`src/rtl/spi_responder.sv`:
```
// SPI mode-0 responder: oversamples SCLK/CS/SDI on clk, receives one FRAME_W-bit word per
// CS-low window and shifts out a preloaded reply word, MSB first.
module spi_responder #(
   parameter int FRAME_W     = 16,
   parameter int SYNC_STAGES = 2
) (
   input  logic               clk,
   input  logic               reset,
   input  logic               SCLK,
   input  logic               CS,
   input  logic               SDI,
   output logic               SDO,
   input  logic [FRAME_W-1:0] tx_data,
   input  logic               tx_load,
   output logic [FRAME_W-1:0] rx_data,
   output logic               rx_valid,
   input  logic               rx_ack,
   output logic               busy,
   output logic               overrun,
   output logic               frame_err,
   input  logic               clr_err,
   output logic [1:0]         state_dbg
);

   localparam int CW = $clog2(FRAME_W + 2);
   localparam logic [CW-1:0] CNT_FULL = CW'(FRAME_W);
   localparam logic [CW-1:0] CNT_SAT  = CW'(FRAME_W + 1);

   localparam logic [1:0] S_IDLE  = 2'd0;
   localparam logic [1:0] S_SHIFT = 2'd1;
   localparam logic [1:0] S_DONE  = 2'd2;

   // Handshake: rx_valid rises when a complete word lands in rx_data and stays high until
   // rx_ack is sampled high; a new word in the same cycle as rx_ack keeps rx_valid high.

   logic [SYNC_STAGES-1:0] sclk_sync;
   logic [SYNC_STAGES-1:0] cs_sync;
   logic [SYNC_STAGES-1:0] sdi_sync;

   logic [1:0]         state;
   logic [FRAME_W-1:0] tx_hold;
   logic [FRAME_W-1:0] tx_shift;
   logic [FRAME_W-1:0] rx_shift;
   logic [CW-1:0]      count;
   logic               start_pend;

   logic sclk_rise;
   logic sclk_fall;
   logic cs_rise;
   logic cs_fall;
   logic sdi_bit;
   logic frame_done;
   logic frame_ok;

   always_ff @(posedge clk or negedge reset) begin
      if (!reset) begin
         sclk_sync <= '0;
         cs_sync   <= '1;
         sdi_sync  <= '0;
      end else begin
         sclk_sync <= {sclk_sync[SYNC_STAGES-2:0], SCLK};
         cs_sync   <= {cs_sync[SYNC_STAGES-2:0], CS};
         sdi_sync  <= {sdi_sync[SYNC_STAGES-2:0], SDI};
      end
   end

   // Edges compare the two oldest synchronizer stages.
   assign sclk_rise = sclk_sync[SYNC_STAGES-2] & ~sclk_sync[SYNC_STAGES-1];
   assign sclk_fall = ~sclk_sync[SYNC_STAGES-2] & sclk_sync[SYNC_STAGES-1];
   assign cs_rise   = cs_sync[SYNC_STAGES-2] & ~cs_sync[SYNC_STAGES-1];
   assign cs_fall   = ~cs_sync[SYNC_STAGES-2] & cs_sync[SYNC_STAGES-1];
   assign sdi_bit   = sdi_sync[SYNC_STAGES-1];

   always_ff @(posedge clk or negedge reset) begin
      if (!reset) begin
         tx_hold <= '0;
      end else if (tx_load) begin
         tx_hold <= tx_data;
      end
   end

   always_ff @(posedge clk or negedge reset) begin
      if (!reset) begin
         state      <= S_IDLE;
         tx_shift   <= '0;
         rx_shift   <= '0;
         count      <= '0;
         start_pend <= 1'b0;
      end else begin
         case (state)
            S_IDLE: begin
               if (cs_fall || start_pend) begin
                  start_pend <= 1'b0;
                  tx_shift   <= tx_hold;
                  rx_shift   <= '0;
                  count      <= '0;
                  state      <= S_SHIFT;
               end
            end
            S_SHIFT: begin
               // CS rise wins; any SCLK edge seen in the same cycle is dropped.
               if (cs_rise) begin
                  state <= S_DONE;
               end else if (sclk_rise) begin
                  rx_shift <= {rx_shift[FRAME_W-2:0], sdi_bit};
                  if (count != CNT_SAT) begin
                     count <= count + 1'b1;
                  end
               end else if (sclk_fall) begin
                  tx_shift <= {tx_shift[FRAME_W-2:0], 1'b0};
               end
            end
            S_DONE: begin
               start_pend <= cs_fall;
               state      <= S_IDLE;
            end
            default: begin
               state <= S_IDLE;
            end
         endcase
      end
   end

   assign frame_done = (state == S_DONE);
   assign frame_ok   = frame_done && (count == CNT_FULL);

   always_ff @(posedge clk or negedge reset) begin
      if (!reset) begin
         rx_data   <= '0;
         rx_valid  <= 1'b0;
         overrun   <= 1'b0;
         frame_err <= 1'b0;
      end else begin
         if (frame_ok) begin
            rx_data <= rx_shift;
         end

         if (frame_ok) begin
            rx_valid <= 1'b1;
         end else if (rx_ack) begin
            rx_valid <= 1'b0;
         end

         // Error sets take priority over clr_err in the same cycle.
         if (frame_ok && rx_valid && !rx_ack) begin
            overrun <= 1'b1;
         end else if (clr_err) begin
            overrun <= 1'b0;
         end

         if (frame_done && !frame_ok) begin
            frame_err <= 1'b1;
         end else if (clr_err) begin
            frame_err <= 1'b0;
         end
      end
   end

   assign busy      = (state == S_SHIFT);
   assign SDO       = busy & tx_shift[FRAME_W-1];
   assign state_dbg = state;

endmodule
```
`config.mk`:
```
export PLATFORM = sky130hd
export DESIGN_NAME = spi_responder
export DESIGN_NICKNAME = d
export VERILOG_FILES = /design/src/rtl/spi_responder.sv
export SDC_FILE = /design/constraint.sdc
export NUM_CORES = 1
export LEC_CHECK = 0
export CORE_MARGIN = 2
export CORE_UTILIZATION = 35
export DETAILED_ROUTE_END_ITERATION = 16
export GPL_TIMING_DRIVEN = 0
export PLACE_DENSITY_LB_ADDON = 0.25
export SYNTH_ARGS = -nofsm -noshare
export SYNTH_HDL_FRONTEND = slang
export SYNTH_SLANG_ARGS = --single-unit
```
`constraint.sdc`:
```
create_clock -name clk -period 2.2 [get_ports clk]
set_clock_uncertainty 0.15 [all_clocks]
set_input_delay 0.33 -clock clk [delete_from_list [all_inputs] [get_ports clk]]
set_output_delay 0.33 -clock clk [all_outputs]
set_load 0.05 [all_outputs]
```
==> results of run 1 <==
## cell usage after synthesis, types with 2 or more instances
cell type / n / area share (%)
buf_6: 4 / 1.3
o2bb2ai_1: 2 / 0.51
ha_1: 3 / 1.1
a21o_1: 10 / 2.2
dfrtp_1: 79 / 57
mux2i_1: 8 / 2.3
clkbuf_1: 6 / 0.65
inv_1: 13 / 1.4
o31ai_1: 2 / 0.43
dfstp_2: 2 / 1.5
nand2_1: 13 / 1.4
buf_1: 2 / 0.22
mux2_4: 10 / 4.3
mux2_2: 53 / 17
nor2b_1: 3 / 0.54
and2_1: 2 / 0.36
nor4_1: 8 / 1.4
o22ai_1: 3 / 0.54
nand2b_1: 3 / 0.54
## final timing paths
check / to / from / slack (ns) / depth (start not counted)
max: state_dbg[1] / state_dbg[1]$_DFFE_PN0P_ / 0.07 / 1
min: sdi_sync[1]$_DFF_PN0_ / sdi_sync[0]$_DFF_PN0_ / 0.21 / 0
max reg2reg: rx_data[7]$_DFFE_PN0P_ / count[0]$_DFFE_PN0P_ / 0.18 / 6
min reg2reg: sdi_sync[1]$_DFF_PN0_ / sdi_sync[0]$_DFF_PN0_ / 0.21 / 0
max in group asynchronous: cs_sync[1]$_DFF_PN1_ / reset / 0.93 / 3
min in group asynchronous: rx_data[1]$_DFFE_PN0P_ / reset / 0.33 / 2
## repair_timing
action                                  CTS  global route
resized for setup                        15             1
setup buffers                             0             1
hold buffers                              1             0
endpoints found under the hold margin    31             0
endpoints found under the setup margin    2             1
## cell type report
class / instances / area [µm²] / area share (%)
Sequential cell: 81 / 2030 / 47.0
Inverter: 14 / 52.6 / 1.22
Buffer: 12 / 80.1 / 1.85
Clock inverter: 6 / 82.6 / 1.91
Tap cell: 133 / 166 / 3.85
Clock buffer: 10 / 128 / 2.95
Timing Repair Buffer: 48 / 489 / 11.3
Multi-Input combinational cell: 139 / 1290 / 29.9
## metal layers
metal,GRT usage [%],vias to the layer above,part of all wire [%]
li1,-,984,-
met1,17.3,1045,49
met2,19.4,42,46
met3,4.10,8,4.0
met4,4.05,0,0.93
met5,0,-,0
## state kept, by name, indices dropped and copies added, names as in the netlist
signal and cells:
count 5, cs_sync 2, frame_err 1, overrun 1
rx_data 16, rx_shift 16, rx_valid 1, sclk_sync 2
sdi_sync 2, start_pend 1, state_dbg 2, tx_hold 16
tx_shift 16
## kinds of logic after synthesis
kind of cell	share of synthesized area, %
multiplexers	23.9
AND/OR/NAND/NOR	6.34
flip-flops	58.7
adder cells (fa/ha/maj)	1.09
AO/OA/AOI/OAI	6.05
buffers and inverters	3.84
## power by group through the flow
stage | Combinational (W) | Clock, W | Sequential [W]
after floorplan | 0.00105 | 0 | 0.00192
after global placement | 0.00139 | 0 | 0.00191
after detailed placement | 0.00142 | 0 | 0.00191
after CTS | 0.00143 | 0.00120 | 0.00189
after global routing | 0.00154 | 0.00128 | 0.00193
final | 0.00140 | 0.00116 | 0.00189
## metrics by stage
| step | instance area (µm²) | setup WS (ns) |
|---|---|---|
| 2_1_floorplan | 3460 | 0.00729 |
| 3_3_place_gp | 4080 | -2.60 |
| 3_5_place_dp | 4100 | -0.446 |
| 4_1_cts | 4330 | 0.00539 |
| 5_1_grt | 4320 | 0.0107 |
| 6_report | 4320 | 0.0716 |
==> reports/metrics.yaml, run 1 <==
place_hpwl_um: 4100
drv_slew: 0
die_h_um: 103
crit_path_cell_trace: "clkdlybuf4s50_1"
outcome: "complete, no violations"
p_clk_share_pct: 26.0
drv_cap: 0
p_sw_w: 0.00133
firstDrtPassIters: 4
grt_pass1_wl_um: 10500
port_buffers: 45
clkSinkCount: 81
cp-start-kind: "flop"
core_um2: 9680
syn_avg_cell_area_um2: 14.0
final_util_pct: 44.6
p_per_area_nw_per_um2: 1030
wl_um: 5940
synth-seq-cells: 81
path_max_fanout: 5
ys_async_sr_fraction_pct: 100
layout_common_cells: "dfrtp_1, mux2_2, clkdlybuf4s50_1, inv_1, nand2_1"
tightestPinTransition_ns: 0.554
fin_crit_ns: 2.13
die_w_um: 103
fin_tns_setup_ns: 0
worst_path_largest_cell_delay_ns: 0.84
grt.overflow.total: 0
cp.arrival_ns: 1.65
ir_worst_vdd_uv: 468
h-tree-depth: 3
grt_max_degree: 51
yosysSeqAreaShare_pct: 58.7
antenna_found_initial: 0
swShare_pct: 29.8
syn_inst: 247
drive_gt1_share_pct: 31.6
start_util_pct: 35.7
drc: 0
grt_pass1_vias: 2110
fin_cells: 443
power.leakage_nw: 1.99
dp_cells: 426
final_hold_viol_count: 0
synth_edf_count: 0
syn_area_um2: 3450
area_growth_syn_to_layout_pct: 25.1
hp-class: "flop to flop"
synth_nets: 274
critPathBufInv: 1
rows: 36
required_ns: 1.72
setup_viol_count_final: 0
pwr-share-seq_pct: 42.5
gr-usage-all-layers_pct: 12.7
place.gp.congestion: 0.743
yosysWarnings: 0
dieArea_um2: 10700
comb_power_share_pct: 31.5
critPathCaptureType: "output port"
fin_nets: 332
cts-root-buf: "clkbuf_8"
fill_cells: 911
drt-initial-drc-count: 50
ant_nets: 0
final_common_cell: "dfrtp_1"
cts_buffer_depth: 2
p_int_w: 0.00312
cts_buffers: 9
max_freq_ghz: 0.470
critPathKind: "flop to output port"
clk_latency_ns: 0.34
cts_tree: "built"
p_total_w: 0.00445
avgRoutedWirePerCell_um: 13.4
post_drt_via_cell_ratio: 4.69
io_pins: 47
vias: 2079
cpMaxStageDelayCell: "clkdlybuf4s50_1"
crit_family: "buffers and inverters"
synthFlopType: "dfrtp_1"
yosysUniqueCellTypes: 40
post-route-period-util_pct: 96.7
holdWs_ns: 0.213
cts.clk_slew.worst_paths_ns: 0.08
maxSlewHeadroom_pct: 63.1
rsz0062_at_grt: "false"
diodes: 0
(Power assumes the default switching activity.)
==> run 2: changes to the inputs <==
CTS_CLUSTER_DIAMETER = 200   (was default)
==> results of run 2 <==
Final layout, timing and power as in run 1 (identical DEF).
==> run 3: changes to the inputs <==
ABC_AREA = 0   (was default)
==> results of run 3 <==
Final layout, timing and power as in run 1 (identical DEF).
==> edit (flow settings as in run 3) <==
`FRAME_W`: 16 -> 8.
--- a/src/rtl/spi_responder.sv
+++ b/src/rtl/spi_responder.sv
@@ -3,3 +3,3 @@
 module spi_responder #(
-   parameter int FRAME_W     = 16,
+   parameter int FRAME_W     = 8,
    parameter int SYNC_STAGES = 2
Interface: changed (resized rx_data and tx_data); port bits go from 47 to 31. No check against the original RTL was run, so the function may have changed too.
==> edit against run 3 <==
- clock power shrank 42%
- sequential share of layout area shrank 0.59 points
- critical path depth is the same
- routed wire length shrank 39%
- sequential cell count shrank 33
- global-route usage grew 0.57 points
- utilization is essentially flat
- cell area shrank 40%
- power shrank 38%
- area after synthesis shrank 40%
- worst setup slack gained 0.089 ns
==> edit: results <==
[outcome]
outcome = finished clean

[synthesis]
synth_compound_area_frac = 0.116
synthMuxAreaShare = 0.139
ys_types = 39
synth.area.top_cells = dfrtp_1 (55%), mux2_2 (9.2%), mux2i_1 (3.4%)
async_flop_share = 1.00
synthAdderAreaFrac = 0.0181
yosysSeqAreaShare = 0.580
synth-xor-area-share = 0
synthTopCellsByCount = dfrtp_1 (46), mux2_2 (17), nand2_1 (11), nand3_1 (10), o21ai_0 (9)
syn-num-nets = 184

[worst_setup_path]
crit_path_start = state_dbg[0]
r2r_setup_slack_ns = 0.25
r2r-end = count[0]
cp_data_arrival_time_ns = 1.56
max_stage_delay_ns = 0.83
crit-reg2reg-launch = state_dbg[1]
worstRegToRegCells = 6
start_kind = flip-flop
path_max_fanout = 5
critPathTopFamily = buffers and inverters

[clock_network]
htree_num_levels = 2
cts_buffers = 5
cts_setup_buffers = 0
clk_latency_ns = 0.30

[placement]
place.gp.congestion = 0.705
dp_hpwl_um = 2650
placed_area_um2 = 2480
port_buffers = 29

[pwr]
p_clk_frac = 0.241
power_mw = 2.77
p_leak_nw = 1.12
ir_drop_mv = 0.476
switchingPower_mw = 0.971
power_frac_comb = 0.335

[worst_hold_path]
hold_start = sdi_sync[0]
min_delay_worst_endpoint = sdi_sync[1]
min_path_cells = 0

[grt]
use_met3 = 0.0344
grt_usage = 0.133
gr-usage-met1 = 0.172
antenna_found_initial = 0
grt_start_max_net_pins = 26
grt_pass1_vias = 1384
globalRouteMet2Util = 0.212
grt_pass1_wl_um = 6630

[finish]
drive_gt1_frac = 0.222
final_nets = 221
diodes = 0

[timing]
slew_headroom = 0.624
setup_viol = 0
holdWs_ns = 0.221

[drt]
vias_per_cell = 4.88
drt-initial-drc-count = 65
detail_route.wl_per_cell_um = 13.1
edit: worst max-delay path by stage:
stage | slack, ns | endpoint | depth (start not counted)
2_1_floorplan | 0.02 | SDO | 5
3_3_place_gp | -0.81 | tx_hold[5] | 1
3_5_place_dp | -0.32 | SDO | 6
4_1_cts | 0.01 | SDO | 6
5_1_grt | 0.11 | state_dbg[0] | 1
6_report | 0.16 | state_dbg[0] | 1
edit: cells by family after synthesis:
family | after synthesis
AOI/OAI and AO/OA | 35
adders and majority gates | 3
buffers and inverters | 16
DFF | 48
muxes | 26
and+or+nand+nor | 37
edit: through the flow:
| stage | worst slack (ns) | std cells | setup TNS, ns |
|---|---|---|---|
| finish | 0.160 | 278 | 0 |
| global route | 0.114 | 278 | 0 |
| CTS | 0.0116 | 279 | 0 |
| detailed placement | -0.317 | 270 | -0.513 |
| global placement | -0.805 | 269 | -38.04 |
| floorplan | 0.0236 | 165 | 0 |
edit: cell type report:
| class | instances | area, um^2 |
|---|---|---|
| Buffer | 6 | 41.3 |
| Sequential cell | 48 | 1200 |
| Tap cell | 75 | 93.8 |
| Inverter | 9 | 38.8 |
| Fill cell | 568 | 3220 |
| Clock buffer | 6 | 82.6 |
| Clock inverter | 2 | 38.8 |
| Timing Repair Buffer | 31 | 308 |
| Multi-Input combinational cell | 101 | 790 |
edit: repair_timing:
| action | in CTS | in global routing |
|---|---|---|
| endpoints found under the setup margin | 2 | 1 |
| endpoints found under the hold margin | 21 | 0 |
| hold buffers | 1 | 0 |
| pin swaps | 0 | 0 |
| gates resized for setup | 12 | 1 |
edit: layer usage:
metal  part of all wire  routed length [um]  vias up
li1                   -                   -      666
met1               0.49                1780      657
met2               0.46                1670       27
met3              0.037                 135        8
met4              0.018                  67        0
met5                  0                   0        -
